<file path="src/rtl/sargantana_itag_ctrl.sv">
// Sequencer/arbiter for the I-cache tag array: arbitrates invalidate > fill > lookup on the single tag port
// and turns the returned per-way tags into a one-hot hit response. Optional macro: ITAG_CTRL_PERF_CNT_EN.
module sargantana_itag_ctrl #(
   parameter int ICACHE_N_WAY   = 4,
   parameter int TAG_DEPTH      = 64,
   parameter int TAG_ADDR_WIDHT = $clog2(TAG_DEPTH),
   parameter int TAG_WIDHT      = 20,
   parameter int WAY_W          = $clog2(ICACHE_N_WAY)
) (
   input  logic                              clk_i,
   input  logic                              rstn_i,
   input  logic                              lkp_valid_i,
   output logic                              lkp_ready_o,
   input  logic [TAG_ADDR_WIDHT-1:0]         lkp_idx_i,
   input  logic [TAG_WIDHT-1:0]              lkp_tag_i,
   output logic                              rsp_valid_o,
   output logic                              rsp_hit_o,
   output logic [ICACHE_N_WAY-1:0]           rsp_way_o,
   output logic                              rsp_multihit_o,
   input  logic                              fill_valid_i,
   output logic                              fill_ready_o,
   input  logic [TAG_ADDR_WIDHT-1:0]         fill_idx_i,
   input  logic [TAG_WIDHT-1:0]              fill_tag_i,
   input  logic [WAY_W-1:0]                  fill_way_i,
   input  logic                              inval_i,
   output logic                              busy_o,
   output logic [ICACHE_N_WAY-1:0]           tm_req_o,
   output logic                              tm_we_o,
   output logic                              tm_vbit_o,
   output logic                              tm_flush_o,
   output logic [TAG_ADDR_WIDHT-1:0]         tm_addr_o,
   output logic [TAG_WIDHT-1:0]              tm_data_o,
   input  logic [ICACHE_N_WAY*TAG_WIDHT-1:0] tm_tag_way_i,
   input  logic [ICACHE_N_WAY-1:0]           tm_vbit_i
`ifdef ITAG_CTRL_PERF_CNT_EN
   ,
   output logic [31:0]                       perf_hit_o,
   output logic [31:0]                       perf_miss_o
`endif
);

   localparam int CNT_W = WAY_W + 1;

   typedef enum logic [1:0] {
      ST_INIT  = 2'd0,
      ST_FLUSH = 2'd1,
      ST_RUN   = 2'd2
   } state_e;

   state_e                    state_q, state_d;
   logic                      invalPend_q, invalPend_d;
   logic                      flushCmd;
   logic                      runReady;
   logic                      fillFire;
   logic                      lkpFire;
   logic [ICACHE_N_WAY-1:0]   wayOneHot;
   logic [TAG_ADDR_WIDHT-1:0] addr_q;
   logic [TAG_WIDHT-1:0]      data_q;
   logic                      rspValid_q;
   logic [TAG_WIDHT-1:0]      tag_q;
   logic [ICACHE_N_WAY-1:0]   hitVec;
   logic [CNT_W-1:0]          hitCnt;

   always_ff @(posedge clk_i or negedge rstn_i) begin
      if (!rstn_i) begin
         state_q     <= ST_INIT;
         invalPend_q <= 1'b0;
      end else begin
         state_q     <= state_d;
         invalPend_q <= invalPend_d;
      end
   end

   // A pulse seen while FLUSH is running must survive the clear so it buys one more FLUSH.
   always_comb begin
      state_d     = state_q;
      invalPend_d = invalPend_q | inval_i;
      flushCmd    = 1'b0;
      case (state_q)
         ST_INIT: begin
            flushCmd = 1'b1;
            state_d  = ST_RUN;
         end
         ST_FLUSH: begin
            flushCmd    = 1'b1;
            invalPend_d = inval_i;
            state_d     = ST_RUN;
         end
         ST_RUN: begin
            if (inval_i || invalPend_q) begin
               state_d = ST_FLUSH;
            end
         end
         default: begin
            state_d = ST_INIT;
         end
      endcase
   end

   assign runReady     = (state_q == ST_RUN) && !invalPend_q && !inval_i;
   assign fill_ready_o = runReady;
   assign lkp_ready_o  = runReady && !fill_valid_i;
   assign fillFire     = fill_valid_i && runReady;
   assign lkpFire      = lkp_valid_i && lkp_ready_o;
   assign busy_o       = (state_q != ST_RUN) || invalPend_q;

   // INIT is the reset state, so the flush strobe is held off while reset is still asserted.
   assign tm_flush_o   = flushCmd && rstn_i;

   always_comb begin
      wayOneHot             = '0;
      wayOneHot[fill_way_i] = 1'b1;
   end

   always_comb begin
      tm_req_o  = '0;
      tm_we_o   = 1'b0;
      tm_vbit_o = 1'b0;
      tm_addr_o = addr_q;
      tm_data_o = data_q;
      if (fillFire) begin
         tm_req_o  = wayOneHot;
         tm_we_o   = 1'b1;
         tm_vbit_o = 1'b1;
         tm_addr_o = fill_idx_i;
         tm_data_o = fill_tag_i;
      end else if (lkpFire) begin
         tm_req_o  = '1;
         tm_addr_o = lkp_idx_i;
      end
   end

   always_ff @(posedge clk_i or negedge rstn_i) begin
      if (!rstn_i) begin
         addr_q     <= '0;
         data_q     <= '0;
         rspValid_q <= 1'b0;
         tag_q      <= '0;
      end else begin
         addr_q     <= tm_addr_o;
         data_q     <= tm_data_o;
         rspValid_q <= lkpFire;
         if (lkpFire) begin
            tag_q <= lkp_tag_i;
         end
      end
   end

   // The array returns registered read data, so compare happens in the cycle after the request.
   always_comb begin
      hitVec = '0;
      hitCnt = '0;
      for (int i = 0; i < ICACHE_N_WAY; i++) begin
         hitVec[i] = tm_vbit_i[i] && (tm_tag_way_i[i*TAG_WIDHT +: TAG_WIDHT] == tag_q);
         hitCnt    = hitCnt + CNT_W'(hitVec[i]);
      end
   end

   assign rsp_valid_o    = rspValid_q;
   assign rsp_way_o      = rspValid_q ? hitVec : '0;
   assign rsp_hit_o      = |rsp_way_o;
   assign rsp_multihit_o = rspValid_q && (hitCnt > CNT_W'(1));

`ifdef ITAG_CTRL_PERF_CNT_EN
   logic [31:0] perfHit_q;
   logic [31:0] perfMiss_q;

   // Saturating counters; only reset clears them, invalidate leaves them alone.
   always_ff @(posedge clk_i or negedge rstn_i) begin
      if (!rstn_i) begin
         perfHit_q  <= '0;
         perfMiss_q <= '0;
      end else if (rspValid_q) begin
         if (rsp_hit_o) begin
            if (perfHit_q != 32'hFFFF_FFFF) begin
               perfHit_q <= perfHit_q + 32'd1;
            end
         end else begin
            if (perfMiss_q != 32'hFFFF_FFFF) begin
               perfMiss_q <= perfMiss_q + 32'd1;
            end
         end
      end
   end

   assign perf_hit_o  = perfHit_q;
   assign perf_miss_o = perfMiss_q;
`else
   // Without the counters the response path carries no extra state.
`endif

endmodule

</file>
<file path="config.mk">
export PLATFORM = sky130hd
export DESIGN_NAME = sargantana_itag_ctrl
export DESIGN_NICKNAME = d
export VERILOG_FILES = /design/src/rtl/sargantana_itag_ctrl.sv
export SDC_FILE = /design/constraint.sdc
export NUM_CORES = 1
export LEC_CHECK = 0
export ABC_AREA = 0
export CORE_ASPECT_RATIO = 0.5
export CORE_MARGIN = 2
export CORE_UTILIZATION = 38
export DETAILED_ROUTE_END_ITERATION = 8
export PLACE_DENSITY = 0.87
export SLEW_MARGIN = 30
export SYNTH_ARGS = -nofsm -noshare
export SYNTH_HDL_FRONTEND = slang
export SYNTH_SLANG_ARGS = --single-unit
export TNS_END_PERCENT = 1
</file>
<file path="constraint.sdc">
create_clock -name clk_i -period 2.4 [get_ports clk_i]
set_input_delay 0.24 -clock clk_i [delete_from_list [all_inputs] [get_ports clk_i]]
set_output_delay 0.24 -clock clk_i [all_outputs]
set_load 0.005 [all_outputs]
</file>
==> flow_summary.json, run 1 <==
{
  "multi_input_area_um2": 1730,
  "postSynthAreaPerCell_um2": 9.64,
  "area_growth_pct": 84.1,
  "drc": 0,
  "cp.arrival_ns": 2.51,
  "cts_made_buffers": 5,
  "initial_core_util_pct": 40.3,
  "design.die.area_um2": 8770,
  "cp_common_cell": "nand4_1",
  "antennaDiodeCount": 0,
  "p_sw_share_pct": 34.2,
  "endpoint": "rsp_multihit_o",
  "clockRootBuffer": "clkbuf_16",
  "layout.nets": 676,
  "stdcell_count": 641,
  "worstSetupStartpointType": "flip-flop",
  "fmax_ghz": 0.363,
  "power.sequential.fraction_pct": 32.0,
  "die_h_um": 67.2,
  "worstPathMaxFanout": 3,
  "violations": "negative setup slack",
  "power.share.clock_pct": 16.5,
  "cp.required_ns": 2.16,
  "r2r-end": "tag_q[7]$_DFFE_PN0P_",
  "io-pin-count": 186,
  "drv_slew": 0,
  "vias": 3034,
  "drt_pass1_iterations": 4,
  "clk_latency_ns": 0.29,
  "num_rows": 22,
  "crit_chain": "buf_6 > xnor2_2 > nand4_1 > nor4_2 > nand4_1 > inv_2 > fa_1 > a22o_1 > buf_2",
  "cts_hold_buf": 0,
  "core-area_um2": 7540,
  "seq_area_frac_synth_pct": 41.2,
  "crit_path_end_kind": "output port",
  "ys_warn_count": 0,
  "slew-limit-headroom_pct": 57.1,
  "clk_pin_slew_ns": 0.07,
  "clock_path_buffers": 2,
  "regArea_um2": 1260,
  "switchingPower_mw": 1.71,
  "grt_usage_pct": 24.8,
  "ys_seq_elements": 50,
  "period_share_pct": 115,
  "path_buf_inv": 3,
  "cp_slowest_cell": "dfrtp_1",
  "min_period_ns": 2.75,
  "postPlaceCellArea_um2": 5140,
  "wl_per_cell_um": 16.7,
  "synth_fp_nets": 459,
  "combPwrFrac_pct": 51.5,
  "critPathTopFamily": "simple AND/OR/NAND/NOR gates",
  "ant_nets": 0,
  "clock_sink_count": 50,
  "fillCellCount": 548,
  "grt_start_max_net_pins": 51,
  "grt_pass1_vias": 3288,
  "path_depth": 9,
  "syn_area_um2": 3040,
  "fin_skew_ns": 0.00266,
  "hold_path_class": "input port to async pin",
  "status": "finished with violations",
  "p_per_area_nw_per_um2": 896,
  "vias_per_cell": 4.73,
  "die_x_um": 130,
  "preCtsSetupSlack_ns": -0.648,
  "antenna_found_initial": 0,
  "r2r_start": "state_q[0]$_DFFE_PN0P_",
  "rsz0062_at_grt": "yes",
  "worst_slew_pin_slew_ns": 0.644,
  "dp_cells": 615,
  "wirelength_mm": 10.7,
  "grt_overflow": 0,
  "p_int_mw": 3.30,
  "r2r_slack_ns": 0.47,
  "place.port_buffers": 185,
  "finalSetupViolCount": 10,
  "drt_first_iter_violations": 134,
  "timing.reg2reg.worst_path_depth": 5,
  "syn_inst": 315,
  "postLayoutCellArea_um2": 5590,
  "drive_above_1_share_pct": 22.7,
  "hold_viol_final": 0,
  "h-tree-depth": 2,
  "vdd_drop_max_mv": 0.537,
  "dp_hpwl_mm": 7.75,
  "tritoncts": "yes",
  "path_class": "flip-flop to output port",
  "maxCapViolations": 0,
  "cp_slowest_stage_delay_ns": 0.42,
  "place_congestion": 0.869,
  "worst_slack_ns": -0.351,
  "critPathLaunch": "tag_q[9]$_DFFE_PN0P_",
  "total_leakage_power_nw": 2.58,
  "ys_types": 32,
  "post-route-util_pct": 74.1,
  "grt_first_pass_wirelength_mm": 16.2
}
## per-stage QoR
step / total power [mW] / hold slack, ns / setup TNS, ns
floorplan: 2.75 / -0.0556 / 0
global placement: 3.86 / 0.426 / -1.60
detailed placement: 3.95 / 0.429 / -1.67
CTS: 4.91 / 0.112 / -1.72
global route: 5.32 / 0.135 / -2.28
finish: 5.01 / 0.0922 / -1.47
## worst min-delay path by stage
stage                     slack (ns)  startpoint              endpoint
after floorplan                -0.06      rstn_i   addr_q[0]$_DFF_PN0_
after global placement          0.43      rstn_i  data_q[19]$_DFF_PN0_
after detailed placement        0.43      rstn_i   data_q[0]$_DFF_PN0_
after CTS                       0.11      rstn_i   data_q[1]$_DFF_PN0_
after global routing            0.13      rstn_i  data_q[19]$_DFF_PN0_
final                           0.09      rstn_i   data_q[6]$_DFF_PN0_
## state kept, by name, indices dropped and copies added, names as in the netlist
name,flops
data_q,20
tag_q,20
addr_q,6
state_q,2
rsp_valid_o,1
invalPend_q,1
## cell usage after synthesis
cell type	number	area share [%]
a22o_1	1	0.29
buf_6	5	1.9
buf_4	1	0.25
a41oi_1	1	0.29
clkbuf_1	14	1.7
inv_1	7	0.87
buf_1	1	0.12
nor3_2	1	0.33
fa_1	1	0.66
nor4_1	6	1.2
mux2_2	19	7.0
inv_2	1	0.12
xnor2_1	52	15
nor4_2	3	1.2
nand4_1	14	2.9
buf_2	8	1.3
o31ai_1	2	0.49
nand3_1	3	0.49
mux2i_1	6	2.0
dfrtp_1	50	41
or3b_1	1	0.29
or4_1	1	0.25
a21o_1	1	0.25
o21ai_0	9	1.5
nor3_1	1	0.16
nor2_1	5	0.62
nor2b_1	1	0.21
mux2_1	1	0.37
nand2b_1	1	0.21
xor2_1	28	8.1
nand2_2	1	0.21
nand2_1	69	8.5
## power by group through the flow
stage / sequential [mW] / clock [mW] / combinational, mW
2_1_floorplan: 1.33 / 0 / 1.42
3_3_place_gp: 1.60 / 0 / 2.26
3_5_place_dp: 1.62 / 0 / 2.33
4_1_cts: 1.59 / 0.839 / 2.49
5_1_grt: 1.65 / 0.881 / 2.79
6_report: 1.61 / 0.827 / 2.58
## area by class of cell
class | count | area share [%]
repair buffers | 239 | 40.5
multi-input cells | 228 | 30.9
flip-flops and latches | 50 | 22.5
well taps | 108 | 2.42
clock buffers | 6 | 2.30
clock inverters | 2 | 0.671
inverters | 8 | 0.671
## worst reg2reg max path, delay by kind of cell (launching register included)
family,cells,cell delay (ns)
buf+inv,1,0.27
simple gates,3,0.77
mux,1,0.36
flops,1,0.39
## cells by family after synthesis
group	after synthesis	synth area share (%)
muxes	26	9.39
and+or+nand+nor	107	16.6
buffers and inverters	37	6.26
DFF	50	41.2
xor gates and xnor gates	80	23.1
AOI/OAI and AO/OA	14	2.80
adders and majority gates	1	0.659
## layer usage
metal	wire [µm]	share of wire [%]	vias to the layer above	track usage (%)
met4	306	2.9	0	9.31
met3	572	5.3	27	5.94
met1	4130	39	1446	26.9
met2	5690	53	116	48.0
li1	-	-	1445	-
met5	0	0	-	0
## placed cells by master, fill, tap and decap left out, types with 2 or more instances in the layout
cell and count:
nor2_2 2, nand4_1 14, xnor2_1 44, mux2_2 19
mux2i_1 6, xor2_1 28, o31ai_1 2, inv_2 2
inv_1 4, nor4_2 7, clkdlybuf4s50_1 153, clkbuf_16 5
dfrtp_2 7, nand2_4 2, buf_4 40, dfrtp_1 43
buf_6 14, nand3_1 3, buf_2 5, nor4_1 2
xnor2_2 8, o21ai_1 6, nand2_1 68, o21ai_0 3
nor2_1 2, dlygate4sd2_1 25
## repair_timing
item	in CTS	in global routing
endpoints found under the setup margin	38	14
buffers inserted	19	1
pin swaps	17	13
gates resized for setup	84	19
Power figures use the tool's default switching activity.
==> run 2, diff against run 1 <==
--- a/constraint.sdc
+++ b/constraint.sdc
@@ -3,2 +3,2 @@
 set_output_delay 0.24 -clock clk_i [all_outputs]
-set_load 0.005 [all_outputs]
+set_load 0.02 [all_outputs]
==> flow_summary.json, run 2 (same netlist as run 1, synthesis figures left out) <==
{
  "worst_slew_pin_slew_ns": 0.635,
  "antennaDiodeCount": 0,
  "fin_skew_ns": 0.00512,
  "grt_pass1_vias": 3217,
  "design.die.area_um2": 8770,
  "cp_slowest_stage_delay_ns": 0.45,
  "finalPower_mw": 5.01,
  "status": "finished with violations",
  "cp_common_cell": "nand4_1",
  "clockRootBuffer": "clkbuf_16",
  "tritoncts": "yes",
  "p_per_area_nw_per_um2": 938,
  "total_leakage_power_nw": 2.44,
  "io-pin-count": 186,
  "cp.required_ns": 2.16,
  "vdd_drop_max_mv": 0.583,
  "core-area_um2": 7540,
  "endpoint": "rsp_multihit_o",
  "period_share_pct": 115,
  "drt_first_iter_violations": 106,
  "hold_path_class": "input port to async pin",
  "vias": 2967,
  "finalSetupViolCount": 5,
  "die_h_um": 67.2,
  "maxCapViolations": 0,
  "ant_nets": 0,
  "r2r_start": "state_q[0]$_DFFE_PN0P_",
  "grt_usage_pct": 23.2,
  "grt_first_pass_wirelength_mm": 15.4,
  "drc": 0,
  "cts_made_buffers": 5,
  "place.port_buffers": 185,
  "worstSetupStartpointType": "flip-flop",
  "post-route-util_pct": 70.8,
  "initial_core_util_pct": 40.3,
  "clk_latency_ns": 0.29,
  "worstPathMaxFanout": 5,
  "crit_path_end_kind": "output port",
  "cts_hold_buf": 0,
  "drv_slew": 0,
  "grt_overflow": 0,
  "layout_commonest_cell": "clkdlybuf4s50_1",
  "final_cell_mix": "clkdlybuf4s50_1, nand2_1, xnor2_1",
  "cp_slowest_cell": "dfrtp_2",
  "place_congestion": 0.878,
  "clk_pin_slew_ns": 0.07,
  "timing.hold.ws_ns": 0.0620,
  "layout.nets": 666,
  "postLayoutCellArea_um2": 5340,
  "worst_slack_ns": -0.355,
  "wirelength_mm": 9.82,
  "cp.arrival_ns": 2.51,
  "num_rows": 22,
  "grt_start_max_net_pins": 51,
  "path_class": "flip-flop to output port",
  "dp_hpwl_mm": 7.79,
  "h-tree-depth": 2,
  "vias_per_cell": 4.70,
  "hold_viol_final": 0,
  "area_growth_pct": 75.7,
  "critPathLaunch": "tag_q[6]$_DFFE_PN0P_",
  "slew-limit-headroom_pct": 57.7,
  "clock_sink_count": 50,
  "timing.reg2reg.worst_path_depth": 6,
  "drt_pass1_iterations": 4,
  "clock_path_buffers": 2,
  "fmax_ghz": 0.363,
  "crit_chain": "xnor2_1 > nand4_1 > nor4_4 > nand4_1 > inv_1 > fa_1 > a22o_1 > buf_6",
  "r2r-end": "tag_q[7]$_DFFE_PN0P_",
  "rsz0062_at_grt": "yes",
  "drive_above_1_share_pct": 25.2,
  "violations": "negative setup slack",
  "wl_per_cell_um": 15.6,
  "top_regs": "data_q: 20 flops, tag_q: 20 flops, addr_q: 6 flops",
  "antenna_found_initial": 0,
  "die_x_um": 130,
  "postPlaceCellArea_um2": 5160,
  "min_period_ns": 2.75,
  "r2r_slack_ns": 0.33
}
-- run 2: changes by cell type in the layout (fill, tap and decap cells not counted), sizes merged --
cell	delta
clkdlybuf4s50	-7
inv	+1
clkdlybuf4s15	+5
clkbuf	+22
dlygate4sd2	-23
dlymetal6s2s	-1
buf	-7
-- run 2: power by group --
part / internal [mW] / total [mW] / switching, mW
registers: 1.24 / 1.59 / 0.344
logic: 1.35 / 2.58 / 1.23
clock network: 0.499 / 0.835 / 0.335
-- run 2: worst min-delay path by stage --
| stage | start | end | slack, ns | depth (start not counted) |
|---|---|---|---|---|
| final | rstn_i | addr_q[3]$_DFF_PN0_ | 0.06 | 2 |
| after CTS | rstn_i | addr_q[1]$_DFF_PN0_ | 0.09 | 2 |
| after global placement | rstn_i | addr_q[5]$_DFF_PN0_ | 0.41 | 2 |
| after detailed placement | rstn_i | addr_q[3]$_DFF_PN0_ | 0.41 | 2 |
| after global routing | rstn_i | addr_q[1]$_DFF_PN0_ | 0.13 | 2 |
| after floorplan | rstn_i | addr_q[0]$_DFF_PN0_ | -0.06 | 0 |
-- run 2: cell type report --
type | count | area [µm²]
clock buffers | 5 | 125
well taps | 108 | 135
clock inverters | 3 | 48.8
inverters | 8 | 30.0
flip-flops and latches | 50 | 1260
repair buffers | 229 | 2060
multi-input cells | 228 | 1690
fillers | 573 | 2200
-- run 2: through the flow --
stage | setup slack (ns) | TNS [ns] | instances
3_3_place_gp | -0.785 | -2.47 | 618
3_5_place_dp | -0.819 | -2.87 | 618
2_1_floorplan | -0.106 | -0.673 | 315
5_1_grt | -0.507 | -2.24 | 631
6_report | -0.355 | -1.22 | 631
4_1_cts | -0.324 | -0.996 | 628
-- run 2: what timing repair did --
item,4_1_cts,5_1_grt
pin swaps,8,6
buffers inserted,2,3
setup endpoints to repair,38,36
resized for setup,105,51
-- run 2: critical path: cells and delay by family (launching register included) --
| kind | cells | cell delay, ns |
|---|---|---|
| simple gates | 3 | 0.78 |
| flops | 1 | 0.45 |
| fa+ha+maj | 1 | 0.41 |
| buf+inv | 2 | 0.23 |
| compound gates | 1 | 0.20 |
| xor+xnor | 1 | 0.14 |
-- run 2: metal layers --
| layer | GRT usage, % | routed length (µm) | vias to the layer above | share of wire, % |
|---|---|---|---|---|
| li1 | - | - | 1437 | - |
| met4 | 7.58 | 209 | 0 | 2.1 |
| met3 | 6.10 | 594 | 22 | 6.0 |
| met1 | 26.4 | 3870 | 1407 | 39 |
| met2 | 43.5 | 5150 | 101 | 52 |
| met5 | 0 | 0 | - | 0 |
==> run 3, diff against run 2 <==
SKIP_CTS_REPAIR_TIMING = 1   (was default)
==> flow_summary.json, run 3 (same netlist as run 1, synthesis figures left out) <==
{
  "status": "finished with violations",
  "violations": "negative setup slack",
  "core-area_um2": 7540,
  "tritoncts": "yes",
  "period_share_pct": 115,
  "finalPower_mw": 5.13,
  "cp.required_ns": 2.16,
  "timing.reg2reg.worst_path_depth": 6,
  "tns_ns": -0.891,
  "ant_nets": 0,
  "drive_above_1_share_pct": 20.3,
  "fillCellCount": 566,
  "vias": 2974,
  "grt_usage_pct": 22.6,
  "timing.hold.ws_ns": 0.0675,
  "path_class": "flip-flop to output port",
  "wl_per_cell_um": 15.8,
  "die_x_um": 130,
  "io-pin-count": 186,
  "clockRootBuffer": "clkbuf_16",
  "drv_slew": 0,
  "grt_pass1_vias": 3147,
  "grt_use_met2_pct": 42.3,
  "clk_latency_ns": 0.29,
  "fin_skew_ns": 0.00463,
  "clock_sink_count": 50,
  "place.port_buffers": 185,
  "finalSetupViolCount": 3,
  "slew-limit-headroom_pct": 57.1,
  "drc": 0,
  "clk_pin_slew_ns": 0.07,
  "drt_pass1_iterations": 4,
  "worst_slew_pin_slew_ns": 0.643,
  "top_regs": "data_q: 20 flops, tag_q: 20 flops, addr_q: 6 flops",
  "vias_per_cell": 4.72,
  "dp_cells": 618,
  "drt_first_iter_violations": 93,
  "hold_path_class": "input port to async pin",
  "final_cell_mix": "clkdlybuf4s50_1, nand2_1, xnor2_1",
  "fmax_ghz": 0.362,
  "r2r-end": "tag_q[7]$_DFFE_PN0P_",
  "r2r_slack_ns": 0.31,
  "worstSetupStartpointType": "flip-flop",
  "worstPathMaxFanout": 4,
  "r2r_start": "state_q[0]$_DFFE_PN0P_",
  "h-tree-depth": 2,
  "wirelength_mm": 9.98,
  "stdcell_count": 630,
  "crit_path_end_kind": "output port",
  "place_congestion": 0.878,
  "p_per_area_nw_per_um2": 942,
  "hold_viol_final": 0,
  "area_growth_pct": 79.3,
  "die_h_um": 67.2,
  "layout_commonest_cell": "clkdlybuf4s50_1",
  "dp_hpwl_mm": 7.79,
  "grt_start_max_net_pins": 51,
  "layout.nets": 665,
  "worst_slack_ns": -0.363,
  "met1_usage_pct": 26.3,
  "initial_core_util_pct": 40.3,
  "cp.arrival_ns": 2.52,
  "antenna_found_initial": 0,
  "design.die.area_um2": 8770,
  "total_leakage_power_nw": 2.74,
  "cts_made_buffers": 5,
  "vdd_drop_max_mv": 0.626,
  "min_period_ns": 2.76,
  "maxCapViolations": 0,
  "postLayoutCellArea_um2": 5450,
  "grt_use_met3_pct": 5.71,
  "rsz0062_at_grt": "yes",
  "clock_path_buffers": 2,
  "num_rows": 22,
  "grt_overflow": 0,
  "grt_first_pass_wirelength_mm": 15.1,
  "postPlaceCellArea_um2": 5160,
  "antennaDiodeCount": 0,
  "top_usage_layer": "met2"
}
[run 3: cell count changes in the layout (fill, tap and decap cells not counted), moves of 2 or more]
cell / delta
dlymetal6s2s_1: +24
clkbuf_2: -17
clkdlybuf4s15_2: -4
dlygate4sd2_1: -2
xnor2_1: +2
xnor2_2: -2
[run 3: final cells by class]
class                   instances  area [µm²]  area share [%]
repair buffers                228        2190            40.3
clock inverters                 3        48.8           0.896
well taps                     108         135            2.48
inverters                       8        30.0           0.551
multi-input cells             228        1660            30.4
flip-flops and latches         50        1260            23.1
clock buffers                   5         125            2.30
[run 3: layer usage]
metal | part of all wire, % | up-vias
met1 | 40 | 1431
met3 | 5.2 | 18
met2 | 53 | 92
met4 | 2.1 | 0
met5 | 0 | -
li1 | - | 1433
[run 3: power breakdown]
part           switching, mW  internal [mW]
Sequential             0.349           1.24
Combinational           1.22           1.48
Clock                  0.332          0.499
[run 3: critical path: stages (launching register included)]
cell,delay (ns)
dfrtp_2,0.45
xnor2_1,0.15
nand4_1,0.23
nor4_4,0.38
nand4_1,0.16
inv_1,0.11
fa_1,0.42
a22o_1,0.20
buf_6,0.13
[run 3: stage by stage]
| stage | worst slack (ns) | utilization, % |
|---|---|---|
| floorplan | -0.106 | - |
| global placement | -0.785 | 68.5 |
| detailed placement | -0.819 | 68.5 |
| CTS | -0.950 | 70.8 |
| global route | -0.554 | 72.2 |
| finish | -0.363 | 72.2 |
[run 3: worst max-delay path by stage]
stage	from	cells after the start	slack [ns]	end
detailed placement	tm_tag_way_i[22]	9	-0.82	rsp_multihit_o
finish	tag_q[2]$_DFFE_PN0P_	8	-0.36	rsp_multihit_o
CTS	tag_q[9]$_DFFE_PN0P_	9	-0.95	rsp_multihit_o
floorplan	state_q[0]$_DFFE_PN0P_	6	-0.11	tm_addr_o[1]
global placement	tm_tag_way_i[26]	9	-0.79	rsp_multihit_o
global route	tag_q[5]$_DFFE_PN0P_	9	-0.55	rsp_multihit_o
